`config.mk`:
```
export PLATFORM = sky130hd
export DESIGN_NAME = mem_flash_loader_flat
export DESIGN_NICKNAME = d
export VERILOG_FILES = /design/src/rtl/mem_flash_loader_if.sv /design/src/rtl/mem_flash_loader.sv /design/src/flat_wrapper.sv
export SDC_FILE = /design/constraint.sdc
export NUM_CORES = 1
export LEC_CHECK = 0
export ABC_AREA = 1
export CAP_MARGIN = 20
export CORE_AREA = 2 2 103 105
export DETAILED_ROUTE_END_ITERATION = 7
export DIE_AREA = 0 0 105 107
export GPL_TIMING_DRIVEN = 0
export PLACE_DENSITY = 0.74
export SLEW_MARGIN = 20
export SYNTH_ARGS = -nofsm -noshare
export SYNTH_HDL_FRONTEND = slang
export SYNTH_SLANG_ARGS = --single-unit
```
`constraint.sdc`:
```
create_clock -name clk -period 1.7 [get_ports clk]
set_input_delay 0.34 -clock clk [delete_from_list [all_inputs] [get_ports clk]]
set_output_delay 0.34 -clock clk [all_outputs]
set_load 0.02 [all_outputs]
```
`src/rtl/mem_flash_loader_if.sv`:
```
// Loader bus bundle: byte stream in, flash write port and load status out.
// The loader drives the master side; the byte source / memory side is the slave.
interface mem_flash_loader_if #(
  parameter int WIDTH  = 32,
  parameter int ADDR_W = 11
);
  logic              byte_valid;
  logic [7:0]        byte_data;
  logic              byte_ready;
  logic              flash_en;
  logic [ADDR_W-1:0] flash_addr;
  logic [WIDTH-1:0]  flash_data;
  logic              busy;
  logic              done;
  logic              error;
  logic              core_hold;

  modport master (
    input  byte_valid,
    input  byte_data,
    output byte_ready,
    output flash_en,
    output flash_addr,
    output flash_data,
    output busy,
    output done,
    output error,
    output core_hold
  );

  modport slave (
    output byte_valid,
    output byte_data,
    input  byte_ready,
    input  flash_en,
    input  flash_addr,
    input  flash_data,
    input  busy,
    input  done,
    input  error,
    input  core_hold
  );
endinterface

```
`src/rtl/mem_flash_loader.sv`:
```
// Loads a word image from a byte stream into memory via the flash port.
// Header is a 16-bit LE word count; core stays held until the load is done.
module mem_flash_loader #(
  parameter int WIDTH     = 32,
  parameter int ADDR_W    = 11,
  parameter int BASE_ADDR = 0
) (
  input  logic               clk,
  input  logic               rst,
  mem_flash_loader_if.master bus
);

  typedef enum logic [2:0] {
    HDR0,
    HDR1,
    COLLECT,
    WRITE,
    GAP,
    DONE,
    ERROR
  } state_t;

  localparam int CAP = (2 ** ADDR_W) / 4 - BASE_ADDR / 4;

  state_t            state;
  state_t            state_n;
  logic [15:0]       count;
  logic [15:0]       word_idx;
  logic [1:0]        byte_cnt;
  logic [23:0]       word_lo;
  logic              en_q;
  logic [ADDR_W-1:0] addr_q;
  logic [WIDTH-1:0]  data_q;
  logic              ready;
  logic              accept;
  logic [16:0]       n_hdr;
  logic [ADDR_W-1:0] word_addr;

  assign ready = (state == HDR0) || (state == HDR1) ||
                 (state == COLLECT);
  assign accept = ready && bus.byte_valid && !rst;
  assign n_hdr = {1'b0, bus.byte_data, count[7:0]};
  assign word_addr = ADDR_W'(BASE_ADDR) +
                     ADDR_W'({word_idx, 2'b00});

  always_comb begin
    state_n = state;
    unique case (state)
      HDR0: begin
        if (accept) state_n = HDR1;
      end
      HDR1: begin
        if (accept) begin
          if (n_hdr == 17'd0)
            state_n = DONE;
          else if (n_hdr > 17'(CAP))
            state_n = ERROR;
          else
            state_n = COLLECT;
        end
      end
      COLLECT: begin
        if (accept && byte_cnt == 2'd3) state_n = WRITE;
      end
      WRITE: state_n = GAP;
      GAP: begin
        if (word_idx + 16'd1 == count)
          state_n = DONE;
        else
          state_n = COLLECT;
      end
      DONE:    state_n = DONE;
      ERROR:   state_n = ERROR;
      default: state_n = HDR0;
    endcase
  end

  always_ff @(posedge clk) begin
    if (rst) begin
      state    <= HDR0;
      count    <= '0;
      word_idx <= '0;
      byte_cnt <= '0;
      word_lo  <= '0;
      en_q     <= 1'b0;
      addr_q   <= '0;
      data_q   <= '0;
    end else begin
      state <= state_n;
      en_q  <= 1'b0;
      if (state == GAP) word_idx <= word_idx + 16'd1;
      if (accept) begin
        unique case (state)
          HDR0: count[7:0]  <= bus.byte_data;
          HDR1: count[15:8] <= bus.byte_data;
          COLLECT: begin
            byte_cnt <= byte_cnt + 2'd1;
            unique case (byte_cnt)
              2'd0: word_lo[7:0]   <= bus.byte_data;
              2'd1: word_lo[15:8]  <= bus.byte_data;
              2'd2: word_lo[23:16] <= bus.byte_data;
              2'd3: begin
                // Strobe is registered so it lines up with the WRITE state.
                en_q   <= 1'b1;
                data_q <= {bus.byte_data, word_lo};
                addr_q <= word_addr;
              end
              default: ;
            endcase
          end
          default: ;
        endcase
      end
    end
  end

  // Reset masks the outputs so an abort cannot leak a write strobe.
  assign bus.byte_ready = ready && !rst;
  assign bus.flash_en   = en_q && !rst;
  assign bus.flash_addr = rst ? '0 : addr_q;
  assign bus.flash_data = rst ? '0 : data_q;
  assign bus.busy       = !rst && (state == COLLECT ||
                                   state == WRITE ||
                                   state == GAP);
  assign bus.done       = !rst && (state == DONE);
  assign bus.error      = !rst && (state == ERROR);
  assign bus.core_hold  = rst || (state != DONE);

endmodule

```
`src/flat_wrapper.sv`:
```
// flat-port wrapper written by rule: the top's interface ports become plain ports
module mem_flash_loader_flat 
#(
  parameter int WIDTH     = 32,
  parameter int ADDR_W    = 11,
  parameter int BASE_ADDR = 0
)
  (clk, rst, bus_byte_valid, bus_byte_data, bus_byte_ready, bus_flash_en, bus_flash_addr, bus_flash_data, bus_busy, bus_done, bus_error, bus_core_hold);
  mem_flash_loader_if #(.WIDTH(WIDTH), .ADDR_W(ADDR_W)) bus_i ();
  input  logic clk;
  input  logic rst;
  input wire logic [$bits(bus_i.byte_valid)-1:0] bus_byte_valid;
  input wire logic [$bits(bus_i.byte_data)-1:0] bus_byte_data;
  output wire logic [$bits(bus_i.byte_ready)-1:0] bus_byte_ready;
  output wire logic [$bits(bus_i.flash_en)-1:0] bus_flash_en;
  output wire logic [$bits(bus_i.flash_addr)-1:0] bus_flash_addr;
  output wire logic [$bits(bus_i.flash_data)-1:0] bus_flash_data;
  output wire logic [$bits(bus_i.busy)-1:0] bus_busy;
  output wire logic [$bits(bus_i.done)-1:0] bus_done;
  output wire logic [$bits(bus_i.error)-1:0] bus_error;
  output wire logic [$bits(bus_i.core_hold)-1:0] bus_core_hold;
  assign bus_i.byte_valid = bus_byte_valid;
  assign bus_i.byte_data = bus_byte_data;
  assign bus_byte_ready = bus_i.byte_ready;
  assign bus_flash_en = bus_i.flash_en;
  assign bus_flash_addr = bus_i.flash_addr;
  assign bus_flash_data = bus_i.flash_data;
  assign bus_busy = bus_i.busy;
  assign bus_done = bus_i.done;
  assign bus_error = bus_i.error;
  assign bus_core_hold = bus_i.core_hold;
  mem_flash_loader #(.WIDTH(WIDTH), .ADDR_W(ADDR_W), .BASE_ADDR(BASE_ADDR)) u_core (.clk(clk), .rst(rst), .bus(bus_i));
endmodule
```
==> flow_results.xml <==
<?xml version="1.0" encoding="UTF-8"?>
<metrics>
  <group name="status">
    <metric name="status" unit="">complete, but fails checks</metric>
    <metric name="failing_checks" unit="">setup timing</metric>
  </group>
  <group name="sta">
    <metric name="unrepaired_setup_endpoints_after_global_routing" unit="">yes</metric>
    <metric name="max_freq" unit="MHz">498</metric>
    <metric name="fin_worst_skew" unit="ns">0.0153</metric>
    <metric name="finalWorstPathRequiredPeriod" unit="ns">2.01</metric>
    <metric name="final_min_period_over_clock_period" unit="%">118</metric>
    <metric name="slew-limit-headroom" unit="%">50.8</metric>
    <metric name="tightestPinTransition" unit="ns">0.739</metric>
    <metric name="hold-worst-slack" unit="ns">0.462</metric>
    <metric name="setup_total_negative_slack" unit="ns">-6.26</metric>
    <metric name="report.final.slew_viol_count" unit="">0</metric>
    <metric name="worst_slack" unit="ns">-0.307</metric>
    <metric name="timing_hold_violations_final" unit="">0</metric>
    <metric name="setup_viol" unit="">49</metric>
  </group>
  <group name="placed_design">
    <metric name="numPortBuffers" unit="">57</metric>
    <metric name="placed_cells" unit="">923</metric>
    <metric name="gpl.final_weighted_congestion" unit="">0.880</metric>
    <metric name="placed_instance_area" unit="um2">5720</metric>
    <metric name="hpwl" unit="um">10100</metric>
  </group>
  <group name="clocking">
    <metric name="htree_num_levels" unit="">3</metric>
    <metric name="clock_sinks" unit="">103</metric>
    <metric name="cts_made_buffers" unit="">9</metric>
    <metric name="clock_tree_from_tritoncts" unit="">done</metric>
    <metric name="cts_buffer_depth" unit="">2</metric>
    <metric name="worstSkewPairLatency" unit="ns">0.39</metric>
    <metric name="cts_root_buf" unit="">sky130_fd_sc_hd__clkbuf_8</metric>
    <metric name="worst_setup_hold_path_clk_slew" unit="ns">0.11</metric>
  </group>
  <group name="synth">
    <metric name="synth_warnings" unit="">0</metric>
    <metric name="synthTopCellsByCount" unit="">123 x sky130_fd_sc_hd__nor2_1, 103 x sky130_fd_sc_hd__dfxtp_1, 98 x sky130_fd_sc_hd__inv_1, 98 x sky130_fd_sc_hd__nand2_1, 97 x sky130_fd_sc_hd__o21ai_0</metric>
    <metric name="async_flop_share" unit="%">0</metric>
    <metric name="synth.largest_area_cell" unit="">sky130_fd_sc_hd__dfxtp_1</metric>
    <metric name="ys_seq_area_share" unit="%">41.6</metric>
    <metric name="post_synth.cell_area_avg" unit="um2">6.80</metric>
    <metric name="yosysMostFrequentCell" unit="">sky130_fd_sc_hd__nor2_1</metric>
    <metric name="synth_largest_type_area_fraction" unit="%">41.6</metric>
    <metric name="netlist_area" unit="um2">4950</metric>
    <metric name="postSynth.topFlopCell" unit="">sky130_fd_sc_hd__dfxtp_1</metric>
    <metric name="synth_seq_cells" unit="">103</metric>
    <metric name="yosysUniqueCellTypes" unit="">37</metric>
    <metric name="syn_inst" unit="">729</metric>
    <metric name="synth_top_cells_by_area" unit="">sky130_fd_sc_hd__dfxtp_1 42%, sky130_fd_sc_hd__o21ai_0 9.8%, sky130_fd_sc_hd__nor2_1 9.3%</metric>
    <metric name="synth_edf_count" unit="">0</metric>
  </group>
  <group name="grt">
    <metric name="grt_overflow_total" unit="">0</metric>
    <metric name="global_route_total_usage_across_every_layer" unit="%">26.3</metric>
    <metric name="grt_antenna_before_repair" unit="">0</metric>
    <metric name="grt_start_max_net_pins" unit="">19</metric>
    <metric name="grt_pass1_wl" unit="um">23500</metric>
    <metric name="number_of_global_route_vias_before_repair" unit="">4937</metric>
  </group>
  <group name="die">
    <metric name="boundaryPins" unit="">60</metric>
    <metric name="initial_utilization" unit="%">49.1</metric>
    <metric name="core-area" unit="um2">10100</metric>
    <metric name="die_height" unit="um">107</metric>
    <metric name="die_area" unit="um2">11200</metric>
    <metric name="placementRows" unit="">37</metric>
    <metric name="width_of_the_die" unit="um">105</metric>
  </group>
  <group name="drt">
    <metric name="antenna_left" unit="">0</metric>
    <metric name="detailedRoute.firstIterationViolations" unit="">409</metric>
    <metric name="vias_per_cell" unit="">5.46</metric>
    <metric name="met1_length" unit="um">6720</metric>
    <metric name="wl_met3" unit="um">1220</metric>
    <metric name="top_layer" unit="">met4</metric>
    <metric name="drc" unit="">0</metric>
    <metric name="routedWlPerCell" unit="um">16.5</metric>
    <metric name="drt-total-wl" unit="um">16300</metric>
    <metric name="drt_pass1_iterations" unit="">5</metric>
    <metric name="met2_length" unit="um">7800</metric>
    <metric name="detailroute.via_count" unit="">5382</metric>
  </group>
  <group name="pwr">
    <metric name="ir_drop_worst_case_vdd" unit="mV">0.394</metric>
    <metric name="cell_pwr_density" unit="nW/um2">680</metric>
    <metric name="total_leakage_power" unit="nW">2.94</metric>
  </group>
  <group name="setup_path">
    <metric name="timing.critical_path.mode_cell" unit="">sky130_fd_sc_hd__nor2_2</metric>
    <metric name="worst_ep_required_time" unit="ns">2.02</metric>
    <metric name="crit_path_start_kind" unit="">flop</metric>
    <metric name="crit_arrival" unit="ns">2.33</metric>
    <metric name="worstPathCellList" unit="">ha_4, nand2_4, nor2_4, nand2_2, nand3_2, nand2_2, nor2_2, nand2_1, nor2_2, nand2_1, nor2_2, nand3_2, buf_4, a21oi_4</metric>
    <metric name="cp_slowest_stage_delay" unit="ns">0.39</metric>
    <metric name="critical_path_peak_fanout" unit="">6</metric>
    <metric name="criticalPathCategory" unit="">reg -&gt; reg</metric>
    <metric name="cp_slowest_cell" unit="">sky130_fd_sc_hd__dfxtp_4</metric>
    <metric name="worst_setup_path_end_kind" unit="">flop</metric>
  </group>
  <group name="finish">
    <metric name="post_layout_nonfiller_instances" unit="">986</metric>
    <metric name="final_layout_size_suffix_gt1_share" unit="%">32.1</metric>
    <metric name="fillerInstances" unit="">837</metric>
    <metric name="diodes" unit="">0</metric>
    <metric name="postLayoutCellArea" unit="um2">6860</metric>
    <metric name="syn_to_final_growth" unit="%">38.4</metric>
    <metric name="nNetsFinal" unit="">861</metric>
  </group>
  <group name="worst_hold_path">
    <metric name="hp-class" unit="">reg -&gt; reg</metric>
  </group>
  <group name="job">
    <metric name="drv.max_cap_violation_count" unit="">0</metric>
  </group>
</metrics>
## through the flow
stage	util, %	worst slack (ns)	total power, mW
4_1_cts	63.8	-0.220	4.53
6_report	68.0	-0.307	4.66
5_1_grt	68.0	-0.440	4.79
3_5_place_dp	56.7	-1.58	2.99
3_3_place_gp	56.7	-1.56	2.98
2_1_floorplan	-	-0.0382	2.83
## repair_timing
action | 4_1_cts | 5_1_grt
gates resized for setup | 280 | 170
pin swaps | 29 | 28
gates cloned | 3 | 3
setup buffers | 29 | 13
setup endpoints to repair | 117 | 115
hold buffers | 0 | 0
## metal layers
| metal | GRT usage [%] | vias up |
|---|---|---|
| met4 | 10.2 | 0 |
| li1 | - | 2572 |
| met3 | 4.98 | 52 |
| met2 | 45.2 | 247 |
| met1 | 32.5 | 2511 |
| met5 | 0 | - |
## final cells by class
cell class	instances	area, um2	share of cell area (%)
plain buffers	31	299	4.36
clock buffers	10	138	2.01
clock inverters	6	52.6	0.766
inverters	108	428	6.24
multi-input cells	488	2820	41.2
flip-flops and latches	103	2080	30.4
well taps	136	170	2.48
repair buffers	103	860	12.5
repair inverters	1	7.51	0.109
## kinds of logic (layout without fill, tap and decap cells)
group,Yosys count,in the layout,share of synthesized area [%]
AO/OA/AOI/OAI,182,182,18.9
AND/OR/NAND/NOR,296,296,26.3
XOR/XNOR,3,3,0.833
buffers and inverters,139,259,11.0
adder cells (fa/ha/maj),5,5,1.26
flip-flops,103,103,41.6
other,1,2,0.0757
## worst paths after layout
| check | start | end | slack (ns) | depth (start not counted) |
|---|---|---|---|---|
| setup / recovery | u_core.word_idx[0] | u_core.state[2] | -0.31 | 14 |
| hold / removal | u_core.addr_q[3] | u_core.addr_q[3] | 0.46 | 2 |
| setup reg to reg | u_core.word_idx[0] | u_core.state[2] | -0.31 | 14 |
| hold reg to reg | u_core.addr_q[3] | u_core.addr_q[3] | 0.46 | 2 |
## state kept, by name (all words and copies together) (netlist names)
register         count
u_core.addr_q        9
u_core.byte_cnt      2
u_core.count        16
u_core.en_q          1
u_core.word_idx     16
u_core.state         3
u_core.word_lo      24
u_core.data_q       32
## cells in the final DEF (no fill, tap or decap), drive strengths merged, types with 2 or more instances in the layout
| cell | count |
|---|---|
| clkdlybuf4s15 | 3 |
| nor3 | 4 |
| a31oi | 2 |
| nor2 | 131 |
| o211ai | 4 |
| conb | 2 |
| clkinv | 3 |
| xor2 | 2 |
| ha | 5 |
| buf | 94 |
| clkinvlp | 2 |
| a21oi | 75 |
| nand2 | 104 |
| clkdlybuf4s50 | 9 |
| clkbuf | 38 |
| inv | 110 |
| nand3 | 42 |
| dfxtp | 103 |
| nand3b | 3 |
| o21ai | 98 |
| nand4 | 10 |
## critical path, delay by kind of cell (launching register included)
kind / cells / cell delay (ns)
buffers and inverters: 1 / 0.16
adders and majority gates: 1 / 0.17
and+or+nand+nor: 11 / 1.11
AOI/OAI and AO/OA: 1 / 0.12
DFF: 1 / 0.39
## power breakdown
part	switching [mW]	internal [mW]
clock	0.969	0.600
combinational	0.372	0.224
sequential	0.0458	2.45
total	1.39	3.28
Power figures use the tool's default switching activity.
